## src/rtl/fifo_burst_reader.sv

```systemverilog
// Read-side burst drain engine: pops BURST_LEN words from a FIFO into a
// 2-entry valid/ready output buffer and pulses DONE once the burst is drained.
module fifo_burst_reader #(
  parameter int unsigned WIDTH = 8,
  parameter int unsigned LEN_W = 4
) (
  input  logic             CLK,
  input  logic             RST,
  input  logic             START,
  input  logic [LEN_W-1:0] BURST_LEN,
  output logic             BUSY,
  output logic             DONE,
  input  logic             FIFO_EMPTY,
  input  logic [WIDTH-1:0] FIFO_RD_DATA,
  output logic             FIFO_R_INC,
  output logic [WIDTH-1:0] OUT_DATA,
  output logic             OUT_VALID,
  input  logic             OUT_READY
);

  typedef enum logic [1:0] {
    IDLE  = 2'd0,
    BURST = 2'd1,
    DRAIN = 2'd2
  } state_t;

  state_t           state, state_n;
  logic [LEN_W-1:0] rem, rem_n;
  logic             done_n;
  logic [1:0]       count, count_n;
  logic             wr_ptr, rd_ptr;
  logic [WIDTH-1:0] mem [2];
  logic             push, consume;

  // Pop depends only on registered state and FIFO_EMPTY, never on OUT_READY
  assign push       = (state == BURST) && !FIFO_EMPTY && (count < 2'd2);
  assign FIFO_R_INC = push;
  assign OUT_VALID  = (count != 2'd0);
  assign consume    = OUT_VALID && OUT_READY;
  assign OUT_DATA   = mem[rd_ptr];
  assign BUSY       = (state != IDLE);

  always_comb begin
    count_n = count;
    case ({push, consume})
      2'b10:   count_n = count + 2'd1;
      2'b01:   count_n = count - 2'd1;
      default: count_n = count;
    endcase
  end

  // Next-state logic; DRAIN completes on the edge that leaves the buffer empty
  always_comb begin
    state_n = state;
    rem_n   = rem;
    done_n  = 1'b0;
    case (state)
      IDLE: begin
        if (START) begin
          rem_n   = BURST_LEN;
          state_n = (BURST_LEN != '0) ? BURST : DRAIN;
        end
      end
      BURST: begin
        if (push) begin
          if (rem != '0) rem_n = rem - LEN_W'(1);
          if (rem == LEN_W'(1)) state_n = DRAIN;
        end
      end
      DRAIN: begin
        if (count_n == 2'd0) begin
          state_n = IDLE;
          done_n  = 1'b1;
        end
      end
      default: state_n = IDLE;
    endcase
  end

  always_ff @(posedge CLK) begin
    if (RST) begin
      state <= IDLE;
      rem   <= '0;
      DONE  <= 1'b0;
    end else begin
      state <= state_n;
      rem   <= rem_n;
      DONE  <= done_n;
    end
  end

  // Output buffer storage and pointers
  always_ff @(posedge CLK) begin
    if (RST) begin
      count  <= 2'd0;
      wr_ptr <= 1'b0;
      rd_ptr <= 1'b0;
      mem[0] <= '0;
      mem[1] <= '0;
    end else begin
      count <= count_n;
      if (push) begin
        mem[wr_ptr] <= FIFO_RD_DATA;
        wr_ptr      <= ~wr_ptr;
      end
      if (consume) rd_ptr <= ~rd_ptr;
    end
  end

endmodule

```

## config.mk

```make
export PLATFORM = sky130hd
export DESIGN_NAME = fifo_burst_reader
export DESIGN_NICKNAME = d
export VERILOG_FILES = /design/src/rtl/fifo_burst_reader.sv
export SDC_FILE = /design/constraint.sdc
export NUM_CORES = 1
export LEC_CHECK = 0
export BUFFER_PORTS_ARGS = -buffer_cell sky130_fd_sc_hd__buf_2
export CORE_MARGIN = 1
export CORE_UTILIZATION = 55
export CTS_BUF_LIST = sky130_fd_sc_hd__clkbuf_8
export DETAILED_ROUTE_END_ITERATION = 10
export PLACE_DENSITY = 0.78
export REMOVE_ABC_BUFFERS = 1
export SYNTH_ARGS = -nofsm -noshare
export SYNTH_HDL_FRONTEND = slang
export SYNTH_SLANG_ARGS = --single-unit
export TNS_END_PERCENT = 10
```

## constraint.sdc

```tcl
create_clock -name CLK -period 4.35 [get_ports CLK]
set_clock_uncertainty 0.15 [all_clocks]
set_input_delay 0.87 -clock CLK [delete_from_list [all_inputs] [get_ports CLK]]
set_output_delay 0.87 -clock CLK [all_outputs]
set_load 0.01 [all_outputs]
```

# Yosys cells after proc, flatten, opt, wreduce, memory -nomap -nowiden
# Memory sizes are Yosys's and may differ from the RTL's. A register that Yosys moved wholly into a read port is not among the register bits.
# Index checks and enable logic that the tools add are counted.
[op_classes]
add_sub_neg = 3
n_lt_le_gt_ge = 1
eq_ne = 10
muxes = 22
n_bitwise = 3
n_reduce_logical = 15
[op_table]
columns = ["operator", "count"]
rows = [
  ["4-bit two-way mux", 3],
  ["1-bit two-way mux", 10],
  ["2-bit two-way mux", 5],
  ["8-bit two-way mux", 1],
  ["4-bit case mux with 2 select lines", 1],
  ["4-bit AND reduction", 2],
  ["4-bit nonzero test", 2],
  ["8-bit OR reduction", 1],
  ["2-bit != test (second input constant)", 3],
  ["2-bit case mux with 3 select lines", 1],
  ["2-bit nonzero test", 3],
  ["2-bit by 1-bit == test with 1-bit output (second input constant)", 2],
  ["2-bit == test (second input constant)", 2],
  ["4-bit by 1-bit == test with 1-bit output (second input constant)", 1],
  ["2-bit zero test", 2],
  ["2-bit by 1-bit != test with 1-bit output (second input constant)", 2],
  ["2-bit case mux with 2 select lines", 1],
  ["4-bit by 1-bit subtractor with 4-bit output (second input constant)", 1],
  ["1-bit logical AND", 3],
  ["1-bit inverter", 3],
  ["2-bit by 1-bit adder with 2-bit output (second input constant)", 1],
  ["2-bit < comparator (second input constant)", 1],
  ["2-bit OR reduction", 1],
  ["2-bit by 1-bit subtractor with 2-bit output (second input constant)", 1],
  ["1-bit zero test", 1],
]
[totals]
regBits = 11
ram_bits = 16
out_inout_bits = 12
word_cells = 61
memories = 1
[mem_list]
columns = ["name", "words", "width", "rd", "rd_clocked_by_memory_dff", "write_ports", "line_no", "source"]
rows = [
  ["mem", 2, 8, 1, 1, 2, "32", "logic [WIDTH-1:0] mem [2];"],
]

# Longest topological paths before layout
# Gate-level depths: netlist of the first run.
[logic_depth]
ltp_word = 8
depth_mapped = 8
ltp_nobuf = 8

# Least setup slack after synthesis of the first run
# OpenSTA, ideal clock, no wires.
[synth_path]
path_type = "in2out"
start = "input FIFO_EMPTY"
end = "output FIFO_R_INC"
arrival_ns = 1.452
t_required_ns = 3.330
slack_ns = 1.878
stages = 3
path_cell_list = "or3_1 -> buf_2 -> inv_1"
[synth_between]
elab_chain_len = 3
[synth_lines]
columns = ["item", "line_no", "source"]
rows = [
  ["from (decl)", "13", "input logic FIFO_EMPTY,"],
  ["1-bit zero test", "36", "assign push = (state == BURST) && !FIFO_EMPTY && (count < 2'd2);"],
  ["1-bit logical AND (2 in a row)", "36", ""],
  ["to (decl)", "15", "output logic FIFO_R_INC,"],
]
# Every way passes these cells.

# Worst setup path in the final report of the first run
[layout_path]
start = "register state[0]"
end = "output FIFO_R_INC"
[layout_between]
elab_chain_len = 3
[layout_lines]
columns = ["item", "line_no", "source"]
rows = [
  ["from (decl)", "27", "state_t state, state_n;"],
  ["from (signal assigned)", "86", "state <= state_n;"],
  ["2-bit by 1-bit == test with 1-bit output", "36", ""],
  ["1-bit logical AND (2 in a row)", "36", ""],
]
# Every way passes these cells.

==> results of run 1 <==
==> power by group through the flow <==
stage / Sequential, mW / Clock [mW] / Combinational, mW
after floorplan: 0.395 / 0 / 0.285
after global placement: 0.408 / 0 / 0.359
after detailed placement: 0.413 / 0 / 0.369
after CTS: 0.408 / 0.144 / 0.374
after global routing: 0.416 / 0.153 / 0.408
final: 0.408 / 0.142 / 0.370
==> registers in the layout, indices dropped and copies added, names as in the netlist, named ones only <==
register,count
DONE,1
state,2
mem,16
rd_ptr,1
wr_ptr,1
count,2
rem,4
==> per-layer routing <==
layer  vias to the layer above  wire (µm)
met5                         -          0
met4                         0         31
met3                         4        106
met2                        21       1190
met1                       462       1117
li1                        487          -
==> layout make-up <==
cell class	count	area (µm²)	share of cell area, %
Clock inverter	1	3.754	0.2366
Timing Repair Buffer	28	140.1	8.833
Clock buffer	3	41.29	2.603
Sequential cell	28	720.7	45.43
Multi-Input combinational cell	84	626.9	39.51
Tap cell	28	35.03	2.208
Inverter	5	18.77	1.183
==> per-stage QoR <==
| step | area (µm²) | cells | hold slack, ns | total power [mW] |
|---|---|---|---|---|
| 3_3_place_gp | 1541 | 173 | 0.3547 | 0.7677 |
| 4_1_cts | 1587 | 177 | 0.3910 | 0.9253 |
| 3_5_place_dp | 1541 | 173 | 0.3688 | 0.7823 |
| 6_report | 1587 | 177 | 0.3808 | 0.9194 |
| 5_1_grt | 1587 | 177 | 0.4248 | 0.9771 |
| 2_1_floorplan | 1366 | 117 | 0.3311 | 0.6802 |
==> final timing paths <==
kind | from | slack [ns] | depth (start not counted) | to
worst max-delay path | state[0] | 1.61 | 4 | FIFO_R_INC
worst min-delay path | rd_ptr | 0.38 | 2 | rd_ptr
worst max register to register | state[0] | 1.90 | 3 | mem[0][7]
worst min register to register | rd_ptr | 0.38 | 2 | rd_ptr
==> placed cells by master, fill, tap and decap left out, drive strengths merged <==
| cell type | instances |
|---|---|
| nor4 | 2 |
| a311oi | 1 |
| buf | 28 |
| o31ai | 1 |
| nor2 | 10 |
| nor3 | 2 |
| xor2 | 2 |
| a21oi | 4 |
| or3 | 2 |
| a211oi | 4 |
| xnor2 | 2 |
| a32o | 1 |
| a31oi | 1 |
| a22oi | 1 |
| o21ai | 2 |
| nor4bb | 1 |
| nand3b | 1 |
| o21bai | 1 |
| edfxtp | 16 |
| mux2i | 3 |
| inv | 5 |
| clkinv | 1 |
| or4 | 1 |
| nor3b | 1 |
| clkbuf | 3 |
| dfxtp | 12 |
| and2 | 17 |
| or3b | 2 |
| nand2 | 1 |
| ha | 3 |
| nor2b | 3 |
| or2 | 2 |
| nand2b | 5 |
| mux2 | 8 |
==> kinds of logic (layout without fill, tap and decap cells) <==
group	Yosys count	count (layout)	synth area share (%)
flops	28	28	52.08
compound gates	16	16	8.681
mux	11	11	8.680
xor+xnor	4	4	2.532
fa+ha+maj	3	3	2.713
simple gates	50	50	22.70
buf+inv	9	37	2.622
==> critical path, stage by stage, from the launching register on <==
cell	delay [ns]
dfxtp_1	0.57
nand2b_1	0.18
or3_1	0.48
inv_1	0.09
buf_2	0.12
==> impl_metrics.toml, run 1 <==
[clocking]
cts_buffer_depth = 2
cts_tree = "yes"
clock-sinks = 28
numCtsBuffers = 3
hold_buffers = 0
ctsResizeCount = 0
clk_latency_ns = 0.27
clk_pin_slew_ns = 0.09
post-cts-setup-buffers = 0
htree_levels = 1
cts-root-buf = "clkbuf_8"

[worst_setup_path]
worstPathMaxFanout = 14
startpoint_type = "flip-flop"
critPathRequiredTime_ns = 3.33
critPathKind = "flip-flop to primary output"
critPathArrivalTime_ns = 1.72
cp-end-kind = "primary output"

[timing]
slew_violations = 0
period_needed_ns = 2.736
final.setup.worst_slack_ns = 1.614
worst_pin_slew_ns = 0.8113
fin_tns_setup_ns = 0
period_share_pct = 62.90
relSlewSlack_pct = 45.80
final-setup-viol-count = 0
final_hold_viol_count = 0
rsz0062_at_grt = "no"
timing.fmax_mhz = 365.5

[place]
hpwl_um = 1804
place.gp.congestion = 0.7603
io_buffers = 28
pre_cts_ws_ns = 1.650

[logic_synthesis]
synth_cell_types = 37
synth_edf_count = 16
synth_most_common_cell = "and2_1"
ys.flop_type = "edfxtp_1"
synthArstFlopShare_pct = 0
yosys-top-cells-area = "edfxtp_1 35%, dfxtp_1 17%, and2_1 7.7%"
yosysWarnings = 0
syn_inst = 121
postSynthRegisterBits = 28
yosys.area.top_type = "edfxtp_1"
ys_seq_area_share_pct = 52.08
synth_common_cells = "17 x and2_1, 16 x edfxtp_1, 12 x dfxtp_1"
synth_area_mm2 = 0.001384
netlist.area_leader.share_pct = 34.72
syn_area_per_cell_um2 = 11.44

[floorplanning]
start_util_pct = 60.24
die_y_um = 52.16
die_w_um = 52.16
die_area_mm2 = 0.002721
core_area_mm2 = 0.002297
io-pin-count = 29
num_rows = 17

[power]
clkPwrFrac_pct = 15.4
internal_power_mw = 0.5935
max-vdd-ir-drop_v = 0.0003854
pwr-share-comb_pct = 40.2
power_density_mw_per_mm2 = 579.5
switchingPower_mw = 0.3259
swShare_pct = 35.45
leakagePower_nw = 0.6708
p_seq_share_pct = 44.4

[final_layout]
n_antenna_cell = 0
nets = 170
utilization_pct = 69.06
area_growth_pct = 14.65
fillers = 182
drive_gt1_share_pct = 30.20

[global_routing]
track_usage_pct = 20.41
met1_usage_pct = 25.38
first_global_vias = 917
grt_overflow = 0
grt-busiest-layer = "met2"
antenna_found_initial = 0
gr-usage-met2_pct = 33.97
use_met3_pct = 3.216
grt_pass1_wl_um = 3912
grt_max_degree = 17

[drt]
first_iter_violations = 21
drt_wl_total_um = 2446
ant_nets = 0
post_drt_via_cell_ratio = 5.503
drc = 0
vias = 974
drt-pass1-iter-count = 4
route.detailed.wl_per_inst_um = 13.82

[worst_hold_path]
hold_class = "flip-flop to flip-flop"

[run]
drv_cap = 0

[outcome]
outcome = "completed"
Note: power is estimated with default switching activity, not from simulation.
==> inputs of run 2 (changes only) <==
Settings changed: CORE_UTILIZATION 55 to 50, PLACE_DENSITY 0.78 to 0.75.
Clock period 4.35 ns to 2.34 ns, I/O delays scaled along.
==> impl_metrics.toml, run 2 (synthesized netlist as in run 1, its figures left out) <==
[global_routing]
grt_overflow = 0
grt_pass1_wl_um = 3795
antenna_found_initial = 0
track_usage_pct = 18.29
first_global_vias = 884
grt_max_degree = 17

[clocking]
cts_buffer_depth = 2
clk_latency_ns = 0.27
htree_levels = 1
clk_pin_slew_ns = 0.10
post-cts-setup-buffers = 0
clock-sinks = 28
ctsResizeCount = 0
cts-root-buf = "clkbuf_8"
numCtsBuffers = 3
cts_tree = "yes"

[final_layout]
final_common_cell = "buf_2"
nets = 174
fillers = 210
final_cell_mix = "28 x buf_2, 17 x and2_1, 16 x edfxtp_1"
finalNonFillerCells = 183
largest_registers = "mem x16, rem x4"
area_growth_pct = 17.00
drive_gt1_share_pct = 32.03
regMostFlops = "mem"
register_area_um2 = 720.7
largest_reg_flops = 16
n_antenna_cell = 0
multiInputGateArea_um2 = 626.9

[drt]
drt-pass1-iter-count = 4
ant_nets = 0
route.detailed.wl_per_inst_um = 13.42
vias = 948
drt_wl_total_um = 2456
drc = 0
post_drt_via_cell_ratio = 5.180
first_iter_violations = 7

[power]
pwr-share-comb_pct = 42.5
switchingPower_mw = 0.6115
max-vdd-ir-drop_v = 0.0008824
power_density_mw_per_mm2 = 1072
clkPwrFrac_pct = 15.1
swShare_pct = 35.22
p_seq_share_pct = 42.4
leakagePower_nw = 0.6904
internal_power_mw = 1.125

[worst_setup_path]
cp-end-kind = "primary output"
startpoint_type = "flip-flop"
critPathKind = "flip-flop to primary output"
worstPathMaxFanout = 6
rr_worst_depth = 7
critPathArrivalTime_ns = 1.60
critPathRequiredTime_ns = 1.72

[floorplanning]
io-pin-count = 29
num_rows = 18
core_area_mm2 = 0.002545
die_area_mm2 = 0.002982
die_y_um = 54.61
start_util_pct = 54.38
die_w_um = 54.61

[timing]
final_hold_viol_count = 0
period_needed_ns = 2.222
fin_hold_ws_ns = 0.3281
final-setup-viol-count = 0
period_share_pct = 94.98
relSlewSlack_pct = 64.48
timing.fmax_mhz = 450.0
slew_violations = 0
worst_pin_slew_ns = 0.5257
rsz0062_at_grt = "yes"

[outcome]
outcome = "completed"

[run]
drv_cap = 0

[worst_hold_path]
hold-path-cell-count = 2
hold_class = "input pin to flip-flop"

[place]
placedCellCount = 179
io_buffers = 28
place.gp.congestion = 0.7777
hpwl_um = 1846
-- run 2: changes by cell type in the layout (fill, tap and decap cells not counted) --
cell   previous run  this run
buf_4             0         4
-- run 2: layout make-up --
| cell class | count | share of cell area [%] |
|---|---|---|
| clock buffers | 3 | 2.550 |
| clock inverters | 1 | 0.2318 |
| inverters | 5 | 1.159 |
| multi-input cells | 84 | 38.72 |
| flip-flops and latches | 28 | 44.51 |
| well taps | 30 | 2.318 |
| repair buffers | 32 | 10.51 |
-- run 2: per-stage QoR --
step           worst slack, ns  setup TNS (ns)  power, mW  util (%)  area [µm²]
3_5_place_dp            0.1415               0      1.487     61.85        1574
4_1_cts                 0.1012               0      1.744     63.62        1619
6_report                0.1176               0      1.736     63.62        1619
2_1_floorplan           0.2237               0      1.264         -        1366
5_1_grt             -0.0004372      -0.0004372      1.855     63.62        1619
3_3_place_gp            0.2263               0      1.453     61.85        1574
-- run 2: routing by layer --
| layer | vias up | wire length, µm | global-route usage (%) |
|---|---|---|---|
| met2 | 11 | 1249 | 30.92 |
| li1 | 494 | - | - |
| met4 | 0 | 19 | 6.410 |
| met3 | 2 | 55 | 2.500 |
| met5 | - | 0 | 0 |
| met1 | 441 | 1132 | 23.64 |
-- run 2: repair_timing --
action	4_1_cts	5_1_grt
hold buffers	0	0
setup endpoints to repair	0	1
hold endpoints to repair	0	0
-- run 2: final timing paths --
kind	start	to	slack (ns)
worst max-delay path	state[1]	FIFO_R_INC	0.12
worst min-delay path	FIFO_RD_DATA[6]	mem[0][6]	0.33
worst max register to register	state[1]	state[1]	0.14
worst min register to register	rd_ptr	rd_ptr	0.40
-- run 2: power by group through the flow --
stage,clock network [mW],registers (mW),logic [mW]
after floorplan,0,0.734,0.531
after global placement,0,0.737,0.716
after detailed placement,0,0.749,0.738
after CTS,0.264,0.737,0.743
after global routing,0.279,0.753,0.822
final,0.262,0.736,0.738
-- run 2: critical path, stage by stage, from the launching register on --
cell	delay, ns
dfxtp_1	0.38
nand2b_1	0.22
or3_1	0.40
buf_4	0.18
inv_1	0.04
buf_2	0.11
==> inputs of run 3 (changes only) <==
Settings changed: CORE_UTILIZATION 50 to 49, GPL_ROUTABILITY_DRIVEN set to 0, PLACE_DENSITY 0.75 to 0.74.
==> impl_metrics.toml, run 3 (synthesized netlist as in run 1, its figures left out) <==
[worst_setup_path]
worstPathMaxFanout = 6
rr_worst_depth = 7
cp_cell_sequence = "nand2b_1 > or3_1 > buf_4 > inv_1 > buf_2"
critPathRequiredTime_ns = 1.72
cp-end-kind = "primary output"
crit_path_end = "FIFO_R_INC"
startpoint = "state[1]"
rrSetupSlack_ns = 0.14
critPathArrivalTime_ns = 1.62
slowest_delay_ns = 0.41
slowest_stage = "or3_1"
critPathKind = "flip-flop to primary output"
startpoint_type = "flip-flop"
reg2reg_from = "state[1]"
r2r_end = "state[1]"

[clocking]
htree_levels = 1
cts_tree = "yes"
numCtsBuffers = 3
cts_buffer_depth = 2
post-cts-setup-buffers = 0
clock-sinks = 28
cts-root-buf = "clkbuf_8"
clk_latency_ns = 0.26
clk_pin_slew_ns = 0.09

[final_layout]
regMostFlops = "mem"
final_common_cell = "buf_2"
largest_registers = "mem x16, rem x4"
nets = 174
area_growth_pct = 17.72
fillers = 220
largest_reg_flops = 16
n_antenna_cell = 0
final_cell_mix = "28 x buf_2, 17 x and2_1, 16 x edfxtp_1"
drive_gt1_share_pct = 32.68
finalNonFillerCells = 183
finish.instance_area_mm2 = 0.001629

[global_routing]
grt_max_degree = 17
grt_pass1_wl_um = 3843
antenna_found_initial = 0
track_usage_pct = 18.57
grt_overflow = 0
first_global_vias = 877

[drt]
first_iter_violations = 24
drc = 0
vias = 966
route.detailed.wl_per_inst_um = 13.33
post_drt_via_cell_ratio = 5.279
ant_nets = 0
drt_wl_total_um = 2439
drt-pass1-iter-count = 4

[floorplanning]
die_y_um = 55.14
io-pin-count = 29
start_util_pct = 53.90
die_area_mm2 = 0.003040
core_area_mm2 = 0.002567
num_rows = 18
die_w_um = 55.14

[timing]
worst_pin_slew_ns = 0.5640
rsz0062_at_grt = "yes"
timing.fmax_mhz = 447.3
relSlewSlack_pct = 61.89
fin_tns_setup_ns = 0
period_needed_ns = 2.235
slew_violations = 0
final-setup-viol-count = 0
period_share_pct = 95.53
final_hold_viol_count = 0

[outcome]
outcome = "completed"

[power]
power_mw = 1.766
leakagePower_nw = 0.6961
max-vdd-ir-drop_v = 0.0008340
power_density_mw_per_mm2 = 1084

[place]
io_buffers = 28
place_area_mm2 = 0.001574
placedCellCount = 179
hpwl_um = 1816

[worst_hold_path]
hold_class = "input pin to flip-flop"

[run]
drv_cap = 0
[run 3: cell count changes in the layout (fill, tap and decap cells not counted)]
cell / previous run / this run
clkbuf_8: 3 / 4
clkinv_1: 1 / 0
[run 3: worst min-delay path by stage]
stage,from,endpoint,slack (ns),depth (start not counted)
finish,FIFO_RD_DATA[3],mem[0][3],0.33,2
floorplan,rd_ptr,flip-flop,0.33,2
global route,FIFO_RD_DATA[4],mem[0][4],0.34,2
detailed placement,rd_ptr,rd_ptr,0.36,2
CTS,FIFO_RD_DATA[7],mem[0][7],0.33,2
global placement,rd_ptr,rd_ptr,0.35,2
[run 3: where the power goes]
part	internal [mW]	switching [mW]
Clock	0.150	0.141
Sequential	0.634	0.100
Combinational	0.374	0.367
[run 3: metrics by stage]
stage	setup slack (ns)	hold WS [ns]	utilization, %
detailed placement	0.1447	0.3564	61.31
global route	-0.03350	0.3396	63.45
finish	0.1046	0.3348	63.45
floorplan	0.2237	0.3311	-
global placement	0.2318	0.3508	61.31
CTS	0.09008	0.3326	63.45
[run 3: final cells by class]
class	instances	area [µm²]	area share, %
clock buffers	4	55.05	3.379
repair buffers	32	170.2	10.45
inverters	5	18.77	1.152
flip-flops and latches	28	720.7	44.24
multi-input cells	84	626.9	38.48
well taps	30	37.54	2.304
[run 3: critical path, delay by kind of cell (launching register included)]
family                 cells  cell delay (ns)
buffers and inverters      3             0.34
flip-flops                 1             0.38
AND/OR/NAND/NOR            2             0.63
[run 3: layer usage]
metal | share of wire [%] | track usage [%] | vias to the layer above
met2 | 47 | 30.12 | 18
met4 | 0.78 | 6.667 | 0
met5 | 0 | 0 | -
met1 | 49 | 24.78 | 452
met3 | 3.3 | 3.279 | 2
li1 | - | - | 494
[run 3: what timing repair did]
action	4_1_cts	5_1_grt
hold buffers	0	0
setup endpoints to repair	0	1
gates resized for setup	0	0
